## src/rtl/sound_scheduler.sv

```systemverilog
// sound_scheduler: latches four sound-event requests and plays the highest-priority 3-note tune on buzz.
// Optional `SOUND_PREEMPT_EN lets a higher-priority pending event abort the tune that is playing.
module sound_scheduler #(
  parameter int CLK_HZ = 100_000_000,
  parameter int NOTE_CYCLES = 800_000
) (
  input  logic       clk,
  input  logic       reset,
  input  logic [3:0] req,
  output logic       buzz,
  output logic       busy,
  output logic [1:0] active_id,
  output logic       grant,
  output logic [3:0] pending
);
  localparam int DW = $clog2(NOTE_CYCLES);
  localparam int TW = $clog2(CLK_HZ / 220 / 2 + 1);
  typedef enum logic {IDLE, PLAY} state_t;
  state_t state, state_n;
  logic [DW-1:0] dur_cnt, dur_n;
  logic [TW-1:0] tone_cnt, tone_n;
  logic [1:0] note_idx, note_n, active_n, win;
  logic [3:0] clear;
  logic buzz_n, busy_n, grant_n, preempt, start, last;
  int div;
  // Half-period divisor per {id, note}; 0 marks a rest.
  function automatic int dv(input logic [3:0] i);
    case (i)
      4'h0: return CLK_HZ / 392 / 2;
      4'h1: return CLK_HZ / 330 / 2;
      4'h2: return CLK_HZ / 262 / 2;
      4'h4: return CLK_HZ / 220 / 2;
      4'h6: return CLK_HZ / 220 / 2;
      4'h8: return CLK_HZ / 523 / 2;
      4'h9: return CLK_HZ / 466 / 2;
      4'hA: return CLK_HZ / 392 / 2;
      4'hC: return CLK_HZ / 880 / 2;
      4'hD: return CLK_HZ / 784 / 2;
      default: return 0;
    endcase
  endfunction
`ifdef SOUND_PREEMPT_EN
  assign preempt = state == PLAY && |(pending & ((4'b1 << active_id) - 4'b1));
`else
  assign preempt = 1'b0;
`endif
  always_comb begin
    win = pending[0] ? 2'd0 : pending[1] ? 2'd1 : pending[2] ? 2'd2 : 2'd3;
    div = dv({active_id, note_idx});
    last = dur_cnt == DW'(NOTE_CYCLES - 1);
    start = (state == IDLE && |pending) || preempt;
    state_n = state;
    active_n = active_id;
    note_n = note_idx;
    dur_n = dur_cnt;
    tone_n = tone_cnt;
    buzz_n = buzz;
    busy_n = busy;
    grant_n = 1'b0;
    clear = '0;
    if (start) begin
      state_n = PLAY;
      active_n = win;
      clear = 4'b1 << win;
      note_n = '0;
      dur_n = '0;
      tone_n = '0;
      buzz_n = 1'b0;
      busy_n = 1'b1;
      grant_n = 1'b1;
    end else if (state == PLAY) begin
      dur_n = last ? '0 : dur_cnt + DW'(1);
      if (last) begin
        note_n = note_idx + 2'd1;
        tone_n = '0;
        buzz_n = 1'b0;
        state_n = note_idx == 2'd2 ? IDLE : PLAY;
        busy_n = note_idx != 2'd2;
      end else if (div == 0) begin
        tone_n = '0;
        buzz_n = 1'b0;
      end else if (int'(tone_cnt) == div - 1) begin
        tone_n = '0;
        buzz_n = ~buzz;
      end else begin
        tone_n = tone_cnt + TW'(1);
      end
    end
  end
  always_ff @(posedge clk) begin
    if (reset) begin
      state <= IDLE;
      active_id <= '0;
      note_idx <= '0;
      dur_cnt <= '0;
      tone_cnt <= '0;
      buzz <= 1'b0;
      busy <= 1'b0;
      grant <= 1'b0;
      pending <= '0;
    end else begin
      state <= state_n;
      active_id <= active_n;
      note_idx <= note_n;
      dur_cnt <= dur_n;
      tone_cnt <= tone_n;
      buzz <= buzz_n;
      busy <= busy_n;
      grant <= grant_n;
      pending <= (pending & ~clear) | req;
    end
  end
endmodule
```

## config.mk

```make
export PLATFORM = sky130hd
export DESIGN_NAME = sound_scheduler
export DESIGN_NICKNAME = d
export VERILOG_FILES = /design/src/rtl/sound_scheduler.sv
export SDC_FILE = /design/constraint.sdc
export NUM_CORES = 1
export LEC_CHECK = 0
export CORE_UTILIZATION = 55
export DETAILED_ROUTE_END_ITERATION = 6
export PLACE_DENSITY = 0.77
export RECOVER_POWER = 25
export SLEW_MARGIN = 5
export SYNTH_ARGS = -nofsm -noshare
export SYNTH_HDL_FRONTEND = slang
export SYNTH_SLANG_ARGS = --single-unit
export TNS_END_PERCENT = 30
```

## constraint.sdc

```tcl
create_clock -name clk -period 3.32 [get_ports clk]
set_input_delay 0.498 -clock clk [delete_from_list [all_inputs] [get_ports clk]]
set_output_delay 0.498 -clock clk [all_outputs]
set_load 0.02 [all_outputs]
```

==> results of run 1 <==
==> how the worst min path moves through the flow <==
stage / slack [ns] / startpoint / endpoint / cells after the start
after floorplan: 0.46 / dur_cnt[1]$_SDFFE_PP0P_ / dur_cnt[1]$_SDFFE_PP0P_ / 2
final: 0.51 / buzz$_SDFFE_PP0P_ / buzz$_SDFFE_PP0P_ / 2
after CTS: 0.51 / dur_cnt[0]$_SDFFE_PP0P_ / dur_cnt[0]$_SDFFE_PP0P_ / 2
after global placement: 0.47 / dur_cnt[1]$_SDFFE_PP0P_ / dur_cnt[1]$_SDFFE_PP0P_ / 2
after global routing: 0.53 / dur_cnt[1]$_SDFFE_PP0P_ / dur_cnt[1]$_SDFFE_PP0P_ / 2
after detailed placement: 0.49 / dur_cnt[1]$_SDFFE_PP0P_ / dur_cnt[1]$_SDFFE_PP0P_ / 2
==> cell usage after synthesis (4+ instances only) <==
library cell,number
dfxtp_1,50
nor2_1,48
nand2_1,31
xor2_1,28
nand3_1,23
xnor2_1,22
a21oi_1,19
nor3_1,12
o21ai_0,12
inv_1,11
nand4_1,10
nor3_2,10
and3_1,9
mux2i_1,9
ha_1,8
clkbuf_1,7
buf_2,6
and2_1,5
nand2b_1,5
nor2b_1,5
nand3b_1,4
nor4_1,4
or2_2,4
==> routing by layer <==
layer  global-route usage (%)  wire (um)  up-vias  share of wire, %
met5                        0          0        -                 0
met4                     8.30        138        0               2.0
met3                     4.00        226       17               3.3
met2                     39.4       3280       49                47
met1                     32.7       3290     1279                47
li1                         -          -     1380                 -
==> state kept, by name (all words and copies together), names as in the netlist <==
name,count
dur_cnt,20
tone_cnt,18
pending,4
active_id,2
note_idx,2
busy,1
buzz,1
grant,1
state,1
==> layout make-up <==
cell class,count,area [um^2]
Inverter,13,48.8
Timing Repair Buffer,31,277
Clock buffer,6,82.6
Sequential cell,50,1000
Multi-Input combinational cell,307,2040
Fill cell,469,1950
Clock inverter,2,12.5
Tap cell,72,90.1
==> logic make-up after synthesis <==
group | share of synthesized area [%]
mux | 4.43
compound gates | 11.4
buf+inv | 4.59
fa+ha+maj | 3.19
xor+xnor | 14.0
flops | 31.9
simple gates | 30.5
==> power breakdown <==
group / total [mW] / leakage (nW) / switching, mW / internal (mW)
sequential: 0.629 / 0.407 / 0.0166 / 0.613
combinational: 0.296 / 0.822 / 0.172 / 0.124
clock: 0.367 / 0.0472 / 0.199 / 0.168
total: 1.29 / 1.28 / 0.388 / 0.905
==> cells in the final DEF, fill, tap and decap left out, types with 10 or more instances in the layout <==
| cell type | instances |
|---|---|
| xor2_1 | 28 |
| a21oi_1 | 19 |
| nand3_1 | 23 |
| nand2_1 | 31 |
| xnor2_1 | 22 |
| clkdlybuf4s50_1 | 10 |
| buf_4 | 15 |
| nor3_2 | 10 |
| nor2_1 | 47 |
| nand4_1 | 10 |
| inv_1 | 11 |
| o21ai_0 | 12 |
| nor3_1 | 12 |
| dfxtp_1 | 47 |
==> critical path, stage by stage (launching register included) <==
cell and delay (ns):
dfxtp_2 0.34, buf_4 0.16, ha_1 0.24, mux2i_2 0.22, nor2_1 0.10, nor2_2 0.17, ha_2 0.24, nand4_1 0.24
o311ai_4 0.35, a21oi_1 0.12, a211oi_2 0.23, nand4_2 0.20, mux2_4 0.36, a21oi_2 0.13
==> what timing repair did <==
action                     4_1_cts  5_1_grt
resized for setup                0       12
setup endpoints to repair        0       19
hold buffers                     0        0
setup buffers                    0        1
==> out/qor.yml, run 1 <==
synth_top_area_share_pct: 31.9
post-route-drc-count: 0
cts_tree: "done"
ir_drop_mv: 0.385
slew_headroom_pct: 56.9
dieArea_mm2: 0.00600
vias: 2725
grt_start_max_net_pins: 21
p_leak_nw: 1.28
fin_skew_ns: 0.0107
tns_ns: 0
drive_gt1_share_pct: 15.2
dp_cells: 472
place_congestion: 0.950
synth_nets: 401
start_kind: "register"
cp_max_fo: 7
place_ws_ns: 0.0578
finalNonFillerCells: 481
clock_latency_ns: 0.31
synthToLayoutAreaGrowth_pct: 13.4
path_class: "register to register"
num_rows: 27
finalCritPeriodShare_pct: 94.9
synth-seq-cells: 50
antenna_found_initial: 0
hp-class: "register to register"
io_buffers: 14
drv_slew: 0
required_ns: 3.56
reg2reg_depth: 13
end_kind: "register"
status: "complete, no violations"
layout_setup_ws_ns: 0.168
synthCells: 387
power.density_mw_per_mm2: 364
path_clk_slew_ns: 0.08
final_nets: 422
holdWs_ns: 0.510
grt_pass1_wl_um: 11900
cts_buffers: 5
synthArstFlopShare_pct: 0
grt_overflow_total: 0
fin_crit_ns: 3.15
synth_cell_types: 58
crit_end: "buzz$_SDFFE_PP0P_"
max_cap_violations: 0
final_antenna_net_count: 0
worst_pin_slew_ns: 0.647
routed_wirelength_um: 6940
total_power_mw: 1.29
ys_top_cells_by_area: "dfxtp_1 32%, xor2_1 7.8%, xnor2_1 6.1%"
initial_core_util_pct: 56.9
hold_viol: 0
die_h_um: 77.5
yosysTopAreaCell: "dfxtp_1"
final_area_mm2: 0.00355
syn_area_per_cell_um2: 8.10
synth_edf_count: 0
arrival_ns: 3.39
syn_area_mm2: 0.00313
first_iter_violations: 252
antennaDiodeCount: 0
rr_endpoint: "buzz$_SDFFE_PP0P_"
firstDrtPassIters: 4
synth_flop_cell: "dfxtp_1"
core_mm2: 0.00551
regToRegStartpoint: "note_idx[0]$_SDFFE_PP0P_"
ys_seq_area_share_pct: 31.9
max_clock_freq_mhz: 317
die_w_um: 77.5
timing.critical_path.from: "note_idx[0]$_SDFFE_PP0P_"
cts.sinks: 50
routedWlPerCell_um: 14.4
io_pins: 15
final_core_util_pct: 64.5
grt_pass1_vias: 2627
setup_viol: 0
hpwl_um: 5070
ys_warn_count: 0
placed_cell_area_mm2: 0.00340
root_buffer: "clkbuf_8"
via_per_inst: 5.67
htree_levels: 2
grt_util_all_layers_pct: 24.3
clockBufferDepth: 2
ff2ff_setup_slack_ns: 0.17
No activity file was read; power rests on OpenSTA's default activity.
==> run 2: changes to the inputs <==
Settings changed: CORE_UTILIZATION 55 to 57, PLACE_DENSITY 0.77 to 0.76.
Clock period 3.32 ns to 3.05 ns, I/O delays scaled along.
==> out/qor.yml, run 2 (same netlist as run 1, synthesis figures left out) <==
status: "finished, violations left"  # was complete, no violations
violations: "setup timing"
antenna_found_initial: 0  # unchanged
final_nets: 434  # was 422
die_h_um: 76.2  # was 77.5 um
finalCritPeriodShare_pct: 100  # was 94.9%
multi_input_area_mm2: 0.00211  # was 0.00204 mm^2
place_congestion: 0.898  # was 0.950
core_mm2: 0.00520  # was 0.00551 mm^2
num_rows: 26  # was 27
root_buffer: "clkbuf_8"  # unchanged
grt_pass1_wl_um: 12200  # was 11900 um
end_kind: "register"  # unchanged
initial_core_util_pct: 60.2  # was 56.9%
grt_pass1_vias: 2616  # was 2627
regMostFlops: "dur_cnt"  # unchanged
max_clock_freq_mhz: 327  # was 317 MHz
antennaDiodeCount: 0  # unchanged
path_class: "register to register"  # unchanged
routed_wirelength_um: 7570  # was 6940 um
cp_max_fo: 8  # was 7
grt_util_all_layers_pct: 26.0  # was 24.3%
layout_setup_ws_ns: -0.0103  # was 0.168 ns
place_ws_ns: 0.00773  # was 0.0578 ns
hp-class: "register to register"  # unchanged
grt_overflow_total: 0  # unchanged
clockBufferDepth: 2  # unchanged
ir_drop_mv: 0.342  # was 0.385 mV
via_per_inst: 5.80  # was 5.67
rsz0062_at_grt: "yes"
synthToLayoutAreaGrowth_pct: 19.4  # was 13.4%
clock_latency_ns: 0.31  # about the same
p_leak_nw: 1.35  # was 1.28 nW
routedWlPerCell_um: 15.4  # was 14.4 um
drv_slew: 0  # unchanged
final_core_util_pct: 71.9  # was 64.5%
final_common_cell: "nor2_1"
power.density_mw_per_mm2: 383  # was 364 mW/mm^2
htree_levels: 2  # unchanged
largest_reg_flops: 20  # unchanged
final_area_mm2: 0.00374  # was 0.00355 mm^2
finalNonFillerCells: 491  # was 481
worst_pin_slew_ns: 0.653  # was 0.647 ns
firstDrtPassIters: 5  # was 4
die_w_um: 76.2  # was 77.5 um
path_clk_slew_ns: 0.10  # was 0.08 ns
required_ns: 3.26  # was 3.56 ns
dp_cells: 476  # was 472
io_buffers: 14  # unchanged
first_iter_violations: 212  # was 252
cts.sinks: 50  # unchanged
holdWs_ns: 0.509  # was 0.510 ns
start_kind: "register"  # unchanged
seq_area_mm2: 0.00101  # was 0.00100 mm^2
reg_top3: "dur_cnt: 20 flops, tone_cnt: 18 flops, pending: 4 flops"  # unchanged
drive_gt1_share_pct: 20.7  # was 15.2%
dieArea_mm2: 0.00580  # was 0.00600 mm^2
grt_start_max_net_pins: 21  # unchanged
post-route-drc-count: 0  # unchanged
tns_ns: -0.0647  # was 0 ns
cts_buffers: 5  # unchanged
io_pins: 15  # unchanged
slew_headroom_pct: 56.5  # was 56.9%
final_antenna_net_count: 0  # unchanged
placed_cell_area_mm2: 0.00345  # was 0.00340 mm^2
hpwl_um: 5380  # was 5070 um
final_cell_mix: "48 x nor2_1, 46 x dfxtp_1, 31 x nand2_1, 28 x xor2_1, 27 x buf_4"  # was 47 x nor2_1, 47 x dfxtp_1, 31 x nand2_1, 28 x xor2_1, 23 x nand3_1
max_cap_violations: 0  # unchanged
total_power_mw: 1.43  # was 1.29 mW
setup_viol: 8  # was 0
hold_viol: 0  # unchanged
fin_skew_ns: 0.00740  # was 0.0107 ns
cts_tree: "done"  # unchanged
vias: 2850  # was 2725
fin_crit_ns: 3.06  # was 3.15 ns
arrival_ns: 3.27  # was 3.39 ns
fillers: 417  # was 469
ctsHoldBuffers: 0  # unchanged
==> run 2: layout make-up <==
| cell class | instances | area share, % |
|---|---|---|
| well taps | 70 | 2.34 |
| multi-input cells | 307 | 56.4 |
| repair buffers | 43 | 10.4 |
| flip-flops and latches | 50 | 27.0 |
| clock buffers | 5 | 1.84 |
| inverters | 13 | 1.37 |
| clock inverters | 3 | 0.635 |
==> run 2: worst max-delay path, stage by stage (launching register included) <==
cell and delay (ns):
dfxtp_4 0.38, inv_2 0.07, ha_2 0.21, mux2i_4 0.17
nor2_1 0.09, nor2_1 0.16, ha_2 0.25, nand4_1 0.23
o311ai_2 0.40, a21oi_2 0.12, a211oi_4 0.21, nand4_4 0.16
a21oi_4 0.26, clkbuf_16 0.20, nor3_2 0.04
==> run 2: per-layer routing <==
| layer | share of wire, % | wire (um) | track usage, % | vias to the layer above |
|---|---|---|---|---|
| li1 | - | - | - | 1407 |
| met1 | 45 | 3420 | 34.7 | 1350 |
| met2 | 49 | 3690 | 43.2 | 79 |
| met3 | 4.2 | 316 | 3.35 | 14 |
| met4 | 1.8 | 137 | 8.85 | 0 |
| met5 | 0 | 0 | 0 | - |
==> run 2: final timing paths <==
path	startpoint	end	slack (ns)	depth (start not counted)
max	note_idx[0]$_SDFFE_PP0P_	tone_cnt[6]$_SDFFE_PP0P_	-0.01	14
min	dur_cnt[0]$_SDFFE_PP0P_	dur_cnt[0]$_SDFFE_PP0P_	0.51	2
max reg2reg	note_idx[0]$_SDFFE_PP0P_	tone_cnt[6]$_SDFFE_PP0P_	-0.01	14
min reg2reg	dur_cnt[0]$_SDFFE_PP0P_	dur_cnt[0]$_SDFFE_PP0P_	0.51	2
==> run 2: power by group <==
group | leakage (nW) | internal, mW | switching [mW]
Sequential | 0.408 | 0.666 | 0.0187
Clock | 0.0408 | 0.164 | 0.234
Combinational | 0.897 | 0.153 | 0.197
Total | 1.35 | 0.983 | 0.449
==> run 2: what timing repair did <==
action	in CTS	in global routing
resized for setup	0	26
buffers inserted	0	6
endpoints found under the setup margin	0	19
